==> src/rtl/sparse_idx_gen_pkg.sv <==
// Shared definitions for the sparse index generator: default sizes,
// the two-state FSM encoding and a constant log2 helper for sizing.
package sparse_idx_gen_pkg;

    localparam int DEF_DATA_WIDTH = 32;
    localparam int DEF_LANES      = 2;
    localparam int DEF_BASE_WIDTH = 8;

    typedef enum logic {
        IDLE = 1'b0,
        EMIT = 1'b1
    } state_t;

    // Smallest n such that 2**n >= value; used to size index fields.
    function automatic int c_log2(input int value);
        int result;
        result = 0;
        for (int i = 0; i < 31; i++) begin
            if ((1 << i) < value) begin
                result = i + 1;
            end
        end
        return result;
    endfunction

endpackage

==> src/rtl/sparse_idx_gen_lsb_pos_enc.sv <==
// Lowest-set-bit finder: isolates the least significant set bit of a
// bitmap as a one-hot word and also reports its binary position.
// Purely combinational; chained once per output lane in the top level.
module sparse_idx_gen_lsb_pos_enc
    import sparse_idx_gen_pkg::*;
#(
    parameter int DATA_WIDTH  = DEF_DATA_WIDTH,
    parameter int INDEX_WIDTH = c_log2(DATA_WIDTH)
) (
    input  logic [DATA_WIDTH-1:0]  vec,
    output logic [DATA_WIDTH-1:0]  onehot,
    output logic [INDEX_WIDTH-1:0] pos,
    output logic                   found
);

    // Two's-complement trick: vec & -vec keeps only the lowest set bit.
    assign onehot = vec & (~vec + DATA_WIDTH'(1));
    assign found  = |vec;

    // Binary-encode the one-hot word by OR-ing in the index of the hot bit.
    always_comb begin
        pos = '0;
        for (int i = 0; i < DATA_WIDTH; i++) begin
            if (onehot[i]) begin
                pos = pos | INDEX_WIDTH'(i);
            end
        end
    end

endmodule

==> src/rtl/sparse_idx_gen.sv <==
// Sparse index generator: accepts a sparsity bitmap plus a row base and
// streams the absolute positions of its set bits, LANES per beat, with
// an explicit last flag. An all-zero bitmap still produces one empty
// terminating beat. Bits are cleared in place as they are emitted, so
// positions stay absolute without any running offset.
module sparse_idx_gen
    import sparse_idx_gen_pkg::*;
#(
    parameter int DATA_WIDTH  = DEF_DATA_WIDTH,
    parameter int INDEX_WIDTH = c_log2(DATA_WIDTH),
    parameter int LANES       = DEF_LANES,
    parameter int BASE_WIDTH  = DEF_BASE_WIDTH
) (
    input  logic                              clk,
    input  logic                              reset,
    input  logic                              flush,
    input  logic                              in_valid,
    output logic                              in_ready,
    input  logic [DATA_WIDTH-1:0]             in_seq,
    input  logic [BASE_WIDTH-1:0]             in_base,
    output logic                              out_valid,
    input  logic                              out_ready,
    output logic [LANES*(BASE_WIDTH+1)-1:0]   out_idx,
    output logic [LANES-1:0]                  out_lane_vld,
    output logic                              out_last,
    output logic [INDEX_WIDTH:0]              out_count
);

    localparam int LANE_W = BASE_WIDTH + 1;

    state_t                  state;
    state_t                  state_next;
    logic [DATA_WIDTH-1:0]   seq_reg;
    logic [BASE_WIDTH-1:0]   base_reg;
    logic [INDEX_WIDTH:0]    count_reg;
    logic [INDEX_WIDTH:0]    in_popcount;
    logic [DATA_WIDTH-1:0]   residue;
    logic [LANES-1:0]        lane_found;
    logic [LANE_W-1:0]       lane_sum [LANES];
    logic                    last_beat;
    logic                    accept_in;
    logic                    accept_out;

    // Popcount of the incoming bitmap as a balanced adder tree: level 0
    // holds one bit per leaf, each following level halves the node count.
    for (genvar l = 0; l <= INDEX_WIDTH; l++) begin : g_lvl
        logic [INDEX_WIDTH:0] sums [DATA_WIDTH >> l];
        for (genvar j = 0; j < (DATA_WIDTH >> l); j++) begin : g_node
            if (l == 0) begin : g_leaf
                assign sums[j] = {{INDEX_WIDTH{1'b0}}, in_seq[j]};
            end else begin : g_add
                assign sums[j] = g_lvl[l-1].sums[2*j] + g_lvl[l-1].sums[2*j+1];
            end
        end
    end

    assign in_popcount = g_lvl[INDEX_WIDTH].sums[0];

    // Lane chain: each stage finds the lowest bit still set after the
    // previous stages removed theirs, so lane k is the k-th lowest bit.
    for (genvar k = 0; k < LANES; k++) begin : g_lane
        logic [DATA_WIDTH-1:0]  remain_in;
        logic [DATA_WIDTH-1:0]  remain_out;
        logic [DATA_WIDTH-1:0]  hot;
        logic [INDEX_WIDTH-1:0] bit_pos;
        logic                   hit;

        if (k == 0) begin : g_first
            assign remain_in = seq_reg;
        end else begin : g_next
            assign remain_in = g_lane[k-1].remain_out;
        end

        sparse_idx_gen_lsb_pos_enc #(
            .DATA_WIDTH  (DATA_WIDTH),
            .INDEX_WIDTH (INDEX_WIDTH)
        ) u_enc (
            .vec    (remain_in),
            .onehot (hot),
            .pos    (bit_pos),
            .found  (hit)
        );

        assign remain_out    = remain_in & ~hot;
        assign lane_found[k] = hit;
        assign lane_sum[k]   = {1'b0, base_reg} + LANE_W'(bit_pos);
    end

    // Whatever survives the chain is what the next beat must still emit;
    // nothing left means the current beat closes the row.
    assign residue    = g_lane[LANES-1].remain_out;
    assign last_beat  = (residue == '0);
    assign accept_in  = (state == IDLE) && in_valid;
    assign accept_out = (state == EMIT) && out_ready;

    // State register, cleared asynchronously so a row in flight is dropped.
    always_ff @(posedge clk or negedge reset) begin
        if (!reset) begin
            state <= IDLE;
        end else begin
            state <= state_next;
        end
    end

    // Next-state: flush wins over both handshakes; a row leaves EMIT only
    // when its last beat is taken.
    always_comb begin
        state_next = state;
        if (flush) begin
            state_next = IDLE;
        end else begin
            case (state)
                IDLE: begin
                    if (in_valid) begin
                        state_next = EMIT;
                    end
                end
                EMIT: begin
                    if (out_ready && last_beat) begin
                        state_next = IDLE;
                    end
                end
                default: begin
                    state_next = IDLE;
                end
            endcase
        end
    end

    // Row datapath: latch bitmap/base/popcount on accept, strip emitted
    // bits after every taken beat, hold everything under backpressure.
    always_ff @(posedge clk or negedge reset) begin
        if (!reset) begin
            seq_reg   <= '0;
            base_reg  <= '0;
            count_reg <= '0;
        end else if (flush) begin
            seq_reg   <= '0;
            base_reg  <= '0;
            count_reg <= '0;
        end else if (accept_in) begin
            seq_reg   <= in_seq;
            base_reg  <= in_base;
            count_reg <= in_popcount;
        end else if (accept_out) begin
            seq_reg   <= residue;
        end
    end

    // Outputs decoded from state; unused lanes and idle cycles read as zero.
    always_comb begin
        in_ready     = (state == IDLE);
        out_valid    = (state == EMIT);
        out_last     = (state == EMIT) && last_beat;
        out_lane_vld = '0;
        out_idx      = '0;
        out_count    = count_reg;
        if (state == EMIT) begin
            for (int k = 0; k < LANES; k++) begin
                if (lane_found[k]) begin
                    out_lane_vld[k]               = 1'b1;
                    out_idx[k*LANE_W +: LANE_W]   = lane_sum[k];
                end
            end
        end
    end

endmodule

==> config.mk <==
export PLATFORM = sky130hd
export DESIGN_NAME = sparse_idx_gen
export DESIGN_NICKNAME = d
export VERILOG_FILES = /design/src/rtl/sparse_idx_gen_pkg.sv /design/src/rtl/sparse_idx_gen_lsb_pos_enc.sv /design/src/rtl/sparse_idx_gen.sv
export SDC_FILE = /design/constraint.sdc
export NUM_CORES = 1
export LEC_CHECK = 0
export ABC_AREA = 1
export CORE_MARGIN = 3
export CORE_UTILIZATION = 45
export CTS_BUF_LIST = sky130_fd_sc_hd__clkbuf_4
export DETAILED_ROUTE_END_ITERATION = 8
export HOLD_SLACK_MARGIN = 0.15
export PLACE_DENSITY = 0.79
export SETUP_SLACK_MARGIN = 0.4
export SLEW_MARGIN = 20
export SYNTH_ARGS = -nofsm -noshare
export SYNTH_HDL_FRONTEND = slang
export SYNTH_HIERARCHICAL = 1
export SYNTH_SLANG_ARGS = --single-unit
export TNS_END_PERCENT = 10
==> constraint.sdc <==
create_clock -name clk -period 3.65 [get_ports clk]
set_input_delay 1.095 -clock clk [delete_from_list [all_inputs] [get_ports clk]]
set_output_delay 1.095 -clock clk [all_outputs]
set_load 0.01 [all_outputs]
==> results of run 1 <==
==> per-stage QoR <==
| stage | power (mW) | setup slack (ns) | hold WS, ns | cell area, um2 |
|---|---|---|---|---|
| 6_report | 4.34 | -1.33 | 0.558 | 9890 |
| 3_5_place_dp | 3.45 | -2.20 | 0.509 | 9040 |
| 5_1_grt | 4.67 | -1.50 | 0.569 | 9890 |
| 2_1_floorplan | 2.32 | -1.42 | 0.500 | 6320 |
| 3_3_place_gp | 3.34 | -2.07 | 0.494 | 9040 |
| 4_1_cts | 4.07 | -1.39 | 0.548 | 9370 |
==> placed cells by master (no fill, tap or decap), types with 4 or more instances in the layout <==
master and n:
nand3_2 17, buf_4 277, a21oi_1 11, buf_6 11, nand2_1 192, o22ai_2 30
clkbuf_4 5, fa_1 22, dfrtp_1 37, nor2_1 129, nand2_2 22, clkdlybuf4s50_1 35
nand3b_1 10, o21ai_0 39, a22o_1 7, nor2_2 47, dlygate4sd2_1 4, nor2_4 41
dfrtp_2 10, nor3_1 5, a21oi_2 8, ha_1 8, nand4_1 28, o21ai_1 6
nand3_1 39, clkbuf_2 4, fa_2 4, ha_4 8, nand2_4 4, inv_1 191
buf_2 16, inv_2 36
==> area by class of cell <==
cell class | count | share of cell area
clock buffers | 5 | 0.00379
diodes | 1 | 0.000253
flip-flops and latches | 47 | 0.120
repair buffers | 357 | 0.287
multi-input cells | 701 | 0.472
well taps | 176 | 0.0223
clock inverters | 3 | 0.00683
inverters | 230 | 0.0880
==> Yosys cell counts (all sizes together) <==
master / n / area share
xnor2: 1 / 0.0014
nor3: 8 / 0.0063
o211ai: 1 / 0.0012
nand4: 28 / 0.028
a22o: 7 / 0.0097
a21oi: 20 / 0.016
inv: 230 / 0.14
nand2: 219 / 0.14
nand3b: 10 / 0.012
ha: 17 / 0.034
nor3b: 2 / 0.0024
and2: 2 / 0.0020
o21ai: 46 / 0.036
a32o: 1 / 0.0016
fa: 26 / 0.082
a22oi: 1 / 0.0012
nor2: 218 / 0.16
o31ai: 1 / 0.0012
nand3: 59 / 0.053
o22ai: 32 / 0.061
nor4: 2 / 0.0020
dfrtp: 47 / 0.19
clkbuf: 2 / 0.0014
buf: 15 / 0.025
==> final timing paths <==
| kind | cells after the start | from | endpoint |
|---|---|---|---|
| max in group asynchronous | 2 | reset | g_lane[0].remain_in[5]$_DFFE_PN0P_ |
| setup reg to reg | 22 | g_lane[0].remain_in[1]$_DFFE_PN0P_ | out_valid$_DFF_PN0_ |
| setup / recovery | 23 | g_lane[0].remain_in[1]$_DFFE_PN0P_ | out_idx[15] |
| min in group asynchronous | 1 | reset | out_count[3]$_DFFE_PN0P_ |
| hold reg to reg | 1 | out_count[3]$_DFFE_PN0P_ | out_count[3]$_DFFE_PN0P_ |
| hold / removal | 1 | out_count[3]$_DFFE_PN0P_ | out_count[3]$_DFFE_PN0P_ |
==> report_power, final <==
group,total (mW),leakage [nW],switching (mW),internal [mW]
Clock,0.416,0.0514,0.203,0.213
Sequential,0.686,0.610,0.0972,0.589
Combinational,3.24,4.69,1.73,1.51
Total,4.34,5.36,2.03,2.31
==> kinds of logic after synthesis <==
family / count (synthesis) / share of synthesized area
AO/OA/AOI/OAI: 109 / 0.129
XOR/XNOR: 1 / 0.00139
adder cells (fa/ha/maj): 43 / 0.116
buffers and inverters: 247 / 0.163
flip-flops: 47 / 0.186
AND/OR/NAND/NOR: 548 / 0.404
==> timing repair <==
item,CTS,global route
gates resized for setup,187,142
pin swaps,35,73
setup buffers,7,20
setup endpoints to repair,28,28
hold buffers,0,0
==> layer usage <==
layer  up-vias  track usage  part of all wire
met5         -            0                 0
li1       3780            -                 -
met4         0       0.0941             0.039
met3        88       0.0485             0.089
met2       446        0.476              0.46
met1      3747        0.401              0.41
==> worst max-delay path: cells and delay by family (launching register included) <==
kind | cells | cell delay, ns
and+or+nand+nor | 16 | 2.07
buffers and inverters | 4 | 0.43
AOI/OAI and AO/OA | 2 | 0.31
DFF | 1 | 0.44
adders and majority gates | 1 | 0.23
==> results.md, run 1 <==
- Final setup TNS: -24.16 ns
- DR vias: 8061
- P&R area growth vs syn: 56.7%
- Vias per std cell: 5.30
- CTS max path bufs: 2
- Core footprint: 13500 um2
- FILL cells: 923
- Mapped cell area: 6310 um2
- Initial core utilization: 0.467
- Post-synthesis sequential area ratio: 0.186
- Gate count after technology mapping: 995
- Cell leakage power: 5.36 nW
- RSZ-0062 raised after global routing: yes
- Final hold viol count: 0
- Hold WC Path Type: reg -> reg
- Clock Skew: 0.0230 ns
- Startpoint types: flip-flop
- Total power per unit cell area: 439 nW/um2
- Average wire per standard cell: 16.5 um
- Routability cong.: 1.01
- TritonCTS buffer count: 5
- Final Non-Filler Cells: 1520
- Slowest-stage cell, CP: dfrtp_1
- Yosys cell types: 37
- Clk_lat worst skew: 0.40 ns
- Layout cells sized above 1: 0.422
- Nets@finish: 1430
- Worst-path cell chain: nor2_4 > nand4_1 > nor2_2 > nand2_2 > inv_2 > nor2_1 > buf_4 > nor2_2 > nand2_1 > nor2_1 > nand3_2 > nor2_4 > nor2_2 > and2_1 > nand3_2 > fa_2 > nand3_2 > nand3_2 > nand2_2 > a21oi_2 > inv_2 > a21oi_2 > buf_2
- CTS sink cnt: 47
- Placed cells: 1484
- Drt drc: 0
- Total track usage: 0.294
- R2R Setup Slk: 0.48 ns
- Die height: 124 um
- Vias in the first global route: 7429
- Initial DRC Count: 1002
- Crit path DAT: 3.88 ns
- CTS clock-pin slew for the worst setup and hold paths: 0.16 ns
- Synthesized flop and latch total: 47
- Top Ports: 74
- Yosys warns: 6
- Initial DRT Pass Iterations: 5
- Die area: 15500 um2
- Max-Cap Viols: 0
- Status: finished, violations left
- F_max: 0.201 GHz
- Largest net degree at the start of global routing: 35
- Detail Route Antenna Nets: 0
- Slowest cell delay on critical path: 0.44 ns
- Die W: 124 um
- Slew Limit Fails: 0
- Initial antenna violation count: 1
- IR drop worst, VDD: 0.00109 V
- Clock Tree Root: clkbuf_4
- Setup CP Type: reg -> out
- CTS tree: yes
- CTS HTree Levels: 2
- Reg area: 1190 um2
- Crit path capture type: output pin
- Grt ovf: 0
- First-pass GRT wire length: 37100 um
- Critical Path RT: 2.55 ns
- Number of flip-flops in the largest register: 32
- Post-DP HPWL: 19300 um
- Most used cell, CP: nand3_2
- Num rows: 42
- Slew of the pin with the lowest slew margin: 0.776 ns
- Min Tclk post-route: 4.98 ns
- IO Port Bufs: 73
- Routed Wire Length: 25100 um
- Fin crit share: 1.36
- Final WS setup: -1.33 ns
- Post-synthesis net count: 1083
- Failing checks: negative setup slack
- Fin util: 0.733
- Post-Synthesis Mean Instance Area: 6.35 um2
- Slew HR: 0.482
- Worst-path maximum fanout: 4
- Multi-input logic area: 4670 um2
- Setup violators final: 26
No activity file was read; power rests on OpenSTA's default activity.
==> run 2, diff against run 1 <==
--- a/config.mk
+++ b/config.mk
@@ -6,6 +6,7 @@
 export NUM_CORES = 1
 export LEC_CHECK = 0
 export ABC_AREA = 1
+export ABC_CLOCK_PERIOD_IN_PS = 3650
 export CORE_MARGIN = 3
 export CORE_UTILIZATION = 45
 export CTS_BUF_LIST = sky130_fd_sc_hd__clkbuf_4
==> results of run 2 <==
No change in the layout: final DEF, timing and power equal those of run 1.
